$ cat src/rtl/voice_allocator.sv
// voice_allocator: assigns incoming notes to a bank of shared note_player voices,
// counts each voice's remaining beats and frees it when the count reaches zero.
// Optional feature macro VOICE_STEAL_EN: when every voice is busy, the voice
// with the fewest remaining beats is reused instead of dropping the new note.
module voice_allocator #(
   parameter int NUM_VOICES = 3,
   parameter int NOTE_W     = 6,
   parameter int DUR_W      = 6,
   localparam int CNT_W     = $clog2(NUM_VOICES + 1)
) (
   input  logic                  clk,
   input  logic                  reset,
   input  logic                  play,
   input  logic                  beat,
   input  logic                  load_new_note,
   input  logic [NOTE_W-1:0]     note_in,
   input  logic [DUR_W-1:0]      duration_in,
   output logic [NUM_VOICES-1:0] voice_load,
   output logic [NOTE_W-1:0]     voice_note,
   output logic [DUR_W-1:0]      voice_duration,
   output logic [NUM_VOICES-1:0] voice_busy,
   output logic [CNT_W-1:0]      active_count,
   output logic                  note_dropped
);

   localparam int IDX_W = (NUM_VOICES > 1) ? $clog2(NUM_VOICES) : 1;

   logic [DUR_W-1:0]      remain_q [NUM_VOICES];
   logic [DUR_W-1:0]      remain_d [NUM_VOICES];
   logic [DUR_W-1:0]      remain_dec [NUM_VOICES];
   logic [NUM_VOICES-1:0] free_vec;
   logic [NUM_VOICES-1:0] load_d, load_q;
   logic [NUM_VOICES-1:0] busy_d, busy_q;
   logic [CNT_W-1:0]      count_d, count_q;
   logic [NOTE_W-1:0]     note_d, note_q;
   logic [DUR_W-1:0]      dur_d, dur_q;
   logic                  drop_d, drop_q;
   logic                  accept;
   logic                  tick;
   logic                  sel_found;
   logic [IDX_W-1:0]      sel_idx;
   logic [IDX_W-1:0]      tgt_idx;
   logic                  load_en;

   // A strobe is only a real note when playing and neither a rest nor zero length.
   always_comb begin
      accept = load_new_note && play && (note_in != '0) && (duration_in != '0);
      tick   = beat && play;
   end

   // Per-voice free flag (from the pre-beat count) and beat-decremented count.
   for (genvar gi = 0; gi < NUM_VOICES; gi++) begin : g_voice
      assign free_vec[gi]   = (remain_q[gi] == '0);
      assign remain_dec[gi] = (tick && !free_vec[gi]) ? remain_q[gi] - 1'b1 : remain_q[gi];
      assign load_d[gi]     = load_en && (tgt_idx == IDX_W'(gi));
      assign remain_d[gi]   = load_d[gi] ? duration_in : remain_dec[gi];
      assign busy_d[gi]     = (remain_d[gi] != '0);
   end

   // Lowest-index free voice; a voice hitting zero on this beat is not yet free.
   always_comb begin
      sel_found = 1'b0;
      sel_idx   = '0;
      for (int i = NUM_VOICES - 1; i >= 0; i--) begin
         if (free_vec[i]) begin
            sel_found = 1'b1;
            sel_idx   = IDX_W'(i);
         end
      end
   end

`ifdef VOICE_STEAL_EN
   logic [IDX_W-1:0] victim_idx;
   logic [DUR_W-1:0] victim_rem;

   // Voice with the smallest remaining count; strict compare keeps ties at the lowest index.
   always_comb begin
      victim_idx = '0;
      victim_rem = remain_q[0];
      for (int i = 1; i < NUM_VOICES; i++) begin
         if (remain_q[i] < victim_rem) begin
            victim_idx = IDX_W'(i);
            victim_rem = remain_q[i];
         end
      end
   end

   // With stealing, every accepted note is loaded somewhere.
   always_comb begin
      load_en = accept;
      tgt_idx = sel_found ? sel_idx : victim_idx;
      drop_d  = 1'b0;
   end
`else
   // Without stealing, a note finding no free voice is discarded and flagged.
   always_comb begin
      load_en = accept && sel_found;
      tgt_idx = sel_idx;
      drop_d  = accept && !sel_found;
   end
`endif

   // Load data holds its last value between loads; busy count follows the new counts.
   always_comb begin
      note_d  = load_en ? note_in : note_q;
      dur_d   = load_en ? duration_in : dur_q;
      count_d = '0;
      for (int i = 0; i < NUM_VOICES; i++) begin
         count_d = count_d + CNT_W'(busy_d[i]);
      end
   end

   // State and output registers; reset overrides every other input.
   always_ff @(posedge clk) begin
      if (reset) begin
         for (int i = 0; i < NUM_VOICES; i++) begin
            remain_q[i] <= '0;
         end
         load_q  <= '0;
         busy_q  <= '0;
         count_q <= '0;
         note_q  <= '0;
         dur_q   <= '0;
         drop_q  <= 1'b0;
      end else begin
         for (int i = 0; i < NUM_VOICES; i++) begin
            remain_q[i] <= remain_d[i];
         end
         load_q  <= load_d;
         busy_q  <= busy_d;
         count_q <= count_d;
         note_q  <= note_d;
         dur_q   <= dur_d;
         drop_q  <= drop_d;
      end
   end

   assign voice_load     = load_q;
   assign voice_note     = note_q;
   assign voice_duration = dur_q;
   assign voice_busy     = busy_q;
   assign active_count   = count_q;
   assign note_dropped   = drop_q;

endmodule

$ cat config.mk
export PLATFORM = sky130hd
export DESIGN_NAME = voice_allocator
export DESIGN_NICKNAME = d
export VERILOG_FILES = /design/src/rtl/voice_allocator.sv
export SDC_FILE = /design/constraint.sdc
export NUM_CORES = 1
export LEC_CHECK = 0
export CAP_MARGIN = 20
export CORE_MARGIN = 3
export CORE_UTILIZATION = 40
export DETAILED_ROUTE_END_ITERATION = 8
export SETUP_SLACK_MARGIN = 0.15
export SYNTH_ARGS = -nofsm -noshare
export SYNTH_HDL_FRONTEND = slang
export SYNTH_SLANG_ARGS = --single-unit
$ cat constraint.sdc
create_clock -name clk -period 4.9 [get_ports clk]
set_input_delay 0.98 -clock clk [delete_from_list [all_inputs] [get_ports clk]]
set_output_delay 0.98 -clock clk [all_outputs]
set_load 0.05 [all_outputs]
# Yosys cells after proc, flatten, opt, wreduce, memory -nomap -nowiden
# Memories as Yosys holds them, arrays and structs flattened.
# Index checks and enable logic that the tools add are counted.
[word_totals]
reg_bits = 21
ramBits = 18
in_bits = 17
out_inout_bits = 21
elab_cells = 60
memories = 1
[mem_list]
columns = ["name", "depth", "width", "read_ports", "rd_clocked_by_memory_dff", "wr", "line_no", "rtl"]
rows = [
  ["remain_q", 3, 6, 3, 0, 3, "28", "logic [DUR_W-1:0] remain_q [NUM_VOICES];"],
]
[op_classes]
add_sub_neg = 5
n_eq_ne = 2
muxes = 18
bitwise_logic = 3
reduce_logical = 25
[op_table]
columns = ["cell", "count"]
rows = [
  ["6-bit two-way mux", 9],
  ["6-bit nonzero test", 5],
  ["6-bit zero test", 3],
  ["6-bit by 1-bit subtractor with 6-bit output, second input constant", 3],
  ["1-bit logical AND", 12],
  ["1-bit two-way mux", 6],
  ["2-bit two-way mux", 3],
  ["1-bit zero test", 4],
  ["1-bit OR", 3],
  ["1-bit by 1-bit adder with 2-bit output", 1],
  ["2-bit by 1-bit adder with 2-bit output", 1],
  ["2-bit by 1-bit == test with 1-bit output, second input constant", 1],
  ["2-bit == test, second input constant", 1],
  ["2-bit zero test", 1],
]

# Logic depth before layout (Yosys ltp)
[logic_depth]
ltp_word = 10
ltp_mapped = 10
depth_no_buf = 9

# Worst setup path after synthesis
# OpenSTA, ideal clock, no wires.
[synth_timing]
kind = "in2reg"
startpoint = "input port duration_in[0]"
endpoint = "register count_q[0] (netlist: active_count[0])"
setup_ns = 0.126
arrival_ns = 2.816
required_ns = 4.774
slack_ns = 1.957
stages = 7
path_buffers = 0
cell_sequence = "or4_4 o311a_4 nand2_1 o21ai_1 and4_1 fa_1 nor2_1"
[synth_via]
elab_chain_cells = 8
elab_cells_between_ends = 14
classes_between = "add/sub (2); mux (3); reduce/logical (9)"
[synth_lines]
columns = ["item", "line_no", "rtl"]
rows = [
  ["start: declaration", "17", "input logic [DUR_W-1:0] duration_in,"],
  ["6-bit nonzero test", "47", "accept = load_new_note && play && (note_in != '0) && (duration_in != '0);"],
  ["1-bit logical AND", "47", ""],
  ["1-bit logical AND", "97", "load_en = accept && sel_found;"],
  ["1-bit logical AND", "55", "assign load_d[gi] = load_en && (tgt_idx == IDX_W'(gi));"],
  ["6-bit two-way mux", "56", "assign remain_d[gi] = load_d[gi] ? duration_in : remain_dec[gi];"],
  ["6-bit nonzero test", "57", "assign busy_d[gi] = (remain_d[gi] != '0);"],
  ["1-bit by 1-bit adder with 2-bit output", "109", "count_d = count_d + CNT_W'(busy_d[i]);"],
  ["2-bit by 1-bit adder with 2-bit output (*)", "109", ""],
  ["end signal: assignment", "131", "count_q <= count_d;"],
  ["end: declaration", "34", "logic [CNT_W-1:0] count_d, count_q;"],
]
# Every way passes the cells marked *; elsewhere a longest branch is shown, timed or not.
# A chain may end at the register's enable or synchronous reset.

# Worst setup path in the final report
# Same ends and word-level chain as after synthesis.

==> results summary <==
The fill cell instance count of the final layout is 504. The global route total overflow is 0. The horizontal die dimension came out at about 79 µm. The overall global routing resource usage is 0.176.

Dividing the synthesized area by the synthesized cell count gives between 8 and 9 µm². The number of vias after detailed routing came out at ~1900. The initial antenna violation count is 0. The DRC marker count from the first detailed-route iteration is 163.

The number of pins exceeding their max-slew limit in the final report is 0. The number of nets handed over by synthesis was 268. The total setup buffers inserted after CTS is 0. The clock input transition at the sequential cells of the worst setup and hold paths is 0.08 ns. The number of synthesized register bits is 39.

The fraction of registers with async set/reset came out at 0. The core area is about 5000 µm². STA classifies the critical path startpoint as a primary input. For this configuration, the core starts out at a cell density of 0.431. In the routed design, unresolved DRC markers number 0.

The I/O pin count came out at 38. Setup repair after global routing left no endpoint under its margin. The worst hold path belongs to the class reg -> reg.

The maximum achievable frequency came out at 290 MHz. The detailed placement HPWL is 3.84 mm. The worst-margin pin slew came out at 0.841 ns. The final hold violation count came to 0.

The first-pass GRT wire length is 8.63 mm. Counting the buffers created by CTS gives 5. The distinct cell type count of the synthesized netlist is 53. The floorplan row count is 25.

The growth of design area from synthesis to finish is 24.5%. The ratio of final minimum period to clock period came out at 0.704. In the synthesized netlist the dominant register cell turns out to be sky130_fd_sc_hd__dfxtp_1. The routability congestion estimate from global placement came out at 0.867. The fraction of layout cells with a size suffix above 1 came out at 0.0714. For this design, the sink count on the clock tree is 39. Entering global routing, the biggest net connects 37 pins. The max-capacitance violation count is 0. Tracing the worst setup path back leads to its startpoint at duration_in[0]. The count of hold buffers inserted by post-cts repair came out at 0. The startpoint identified for the worst register-to-register timing path is remain_q[0][6]. After the last flow step, the layout net total stands at 303.

The y dimension of the die is 78.9 µm. The total of warnings raised by yosys is 0. Counting every instance in the synthesized netlist gives 244. The data required time of the critical path came out at roughly 5 ns. The run finished with clean final reports. The synthesized cell area came out at 2130 µm². The maximum vdd drop came out at 0.000392 V. Yosys mapped a number of flops with a built-in enable equal to 0. The ratio of total power to cell area is slightly below 800 nW/µm². The total inserted antenna cells is 0. The pre-antenna-repair detailed-routing pass consisted of 4 iterations.

The final cell utilization of the core is 0.536. The number of global-route vias before repair came out at 1756. The count of buffers inserted at the top-level ports is 37. In this run the worst path has a maximum fanout of 13. The sequential element share of the synthesized area came out at 0.367. The clock latency of the later-clocked register in the worst-skew pair is between 0.2 and 0.3 ns. In this run the top signal layer used is met4. The worst clock skew on the final layout came out at roughly 0.0026 ns. The worst hold path begins at voice_duration[4]. The routed wire length on met2 is 2.41 mm. The via density per instance came out at 5.41.

The number of antenna-violating nets in the routed design is 0. The largest buffer count on any clock path came out at 2. The number of resized instances in the post-cts repair step came out at 0. In the final routing, the length of wire on met1 measures 2.59 mm. The type of the worst setup path is in -> reg. The die covers 6230 µm². TritonCTS built the clock tree. The routed wire length came out at 5.27 mm.

The routed length on met3 is 249 µm. The final critical-path required period came out at between 3 and 4 ns. The number of setup violations in the final report came out at 0.

The arrival time reported for the critical path endpoint is between 3 and 4 ns. The endpoint type of the worst setup path is a flop. The H-tree was split into 2 levels.

The leakage power summed over all cells is between 1 and 1.5 nW. The final setup TNS is 0 ns. CTS placed an instance of sky130_fd_sc_hd__clkbuf_8 at the clock tree root. The worst slew margin relative to its limit is 0.438.

The average detailed-routed wire length per instance came out at 15.2 µm.
layout by cell type (no fill, tap or decap), types with 5 or more instances in the layout:
| master | instances |
|---|---|
| sky130_fd_sc_hd__mux2i_1 | 16 |
| sky130_fd_sc_hd__xor2_1 | 5 |
| sky130_fd_sc_hd__or3_1 | 5 |
| sky130_fd_sc_hd__nor2_1 | 38 |
| sky130_fd_sc_hd__nand3_1 | 14 |
| sky130_fd_sc_hd__inv_1 | 7 |
| sky130_fd_sc_hd__a31oi_1 | 5 |
| sky130_fd_sc_hd__nand2_1 | 16 |
| sky130_fd_sc_hd__nor3_1 | 8 |
| sky130_fd_sc_hd__dfxtp_1 | 39 |
| sky130_fd_sc_hd__clkbuf_8 | 6 |
| sky130_fd_sc_hd__clkdlybuf4s50_1 | 37 |
| sky130_fd_sc_hd__ha_1 | 6 |
| sky130_fd_sc_hd__a21oi_1 | 17 |
logic make-up after synthesis:
kind of cell	after synthesis	share of synthesized area
AO/OA/AOI/OAI	43	0.158
XOR/XNOR	9	0.0370
adder cells (fa/ha/maj)	7	0.0447
buffers and inverters	17	0.0394
flip-flops	39	0.367
multiplexers	17	0.0805
AND/OR/NAND/NOR	112	0.273
metal layers:
metal / vias to the layer above / track usage
li1: 945 / -
met1: 885 / 0.252
met2: 46 / 0.268
met3: 2 / 0.0442
met4: 0 / 0.0361
met5: - / 0
synth_stat cells, types with 5 or more instances:
library cell               number  area, µm²
sky130_fd_sc_hd__nand2_1       16       60.1
sky130_fd_sc_hd__nand3_1       14       70.1
sky130_fd_sc_hd__or3_1          5       31.3
sky130_fd_sc_hd__mux2i_1       16        160
sky130_fd_sc_hd__ha_1           6       75.1
sky130_fd_sc_hd__xor2_1         5       43.8
sky130_fd_sc_hd__a31oi_1        5       31.3
sky130_fd_sc_hd__nor2_1        38        143
sky130_fd_sc_hd__dfxtp_1       39        781
sky130_fd_sc_hd__clkbuf_1       5       18.8
sky130_fd_sc_hd__nor3_1         8       40.0
sky130_fd_sc_hd__inv_1          7       26.3
sky130_fd_sc_hd__a21oi_1       17       85.1
critical path: stages:
cell                              delay (ns)
sky130_fd_sc_hd__clkdlybuf4s50_1        0.51
sky130_fd_sc_hd__or4_4                  0.61
sky130_fd_sc_hd__o311ai_4               0.27
sky130_fd_sc_hd__nor2_1                 0.25
sky130_fd_sc_hd__a31oi_2                0.27
sky130_fd_sc_hd__and4_1                 0.26
sky130_fd_sc_hd__fa_1                   0.43
sky130_fd_sc_hd__nor2_1                 0.10
state kept, by name (all words and copies together) (netlist names):
| register | count |
|---|---|
| voice_note | 6 |
| active_count | 2 |
| note_dropped | 1 |
| remain_q | 18 |
| voice_load | 3 |
| voice_duration | 6 |
| voice_busy | 3 |
cell type report:
class / instances / area, µm² / area share
Timing Repair Buffer: 38 / 378 / 0.143
Clock inverter: 2 / 35.0 / 0.0132
Sequential cell: 39 / 781 / 0.295
Clock buffer: 6 / 82.6 / 0.0312
Inverter: 7 / 26.3 / 0.00992
Tap cell: 67 / 83.8 / 0.0316
Multi-Input combinational cell: 188 / 1260 / 0.477
stage by stage:
stage	hold slack (ns)	instances	total power [mW]	setup slack, ns	instance area [µm²]
CTS	0.508	347	2.07	1.48	2650
detailed placement	0.489	339	1.77	1.18	2530
finish	0.503	347	2.06	1.45	2650
floorplan	0.502	244	1.49	1.96	2130
global placement	0.478	339	1.78	1.25	2530
global route	0.537	347	2.25	1.35	2650
report_power, final:
group          internal, mW  leakage (nW)  total (mW)  switching, mW
Clock                 0.165        0.0612       0.278          0.113
Sequential            0.426         0.319       0.529          0.103
Combinational         0.488         0.639        1.26          0.769
path summary, 6_finish.rpt:
kind	depth (start not counted)	to	slack, ns
max	8	active_count[0]	1.45
min	2	voice_duration[4]	0.50
max reg2reg	9	active_count[0]	2.11
min reg2reg	2	voice_duration[4]	0.50
Power figures use the tool's default switching activity.
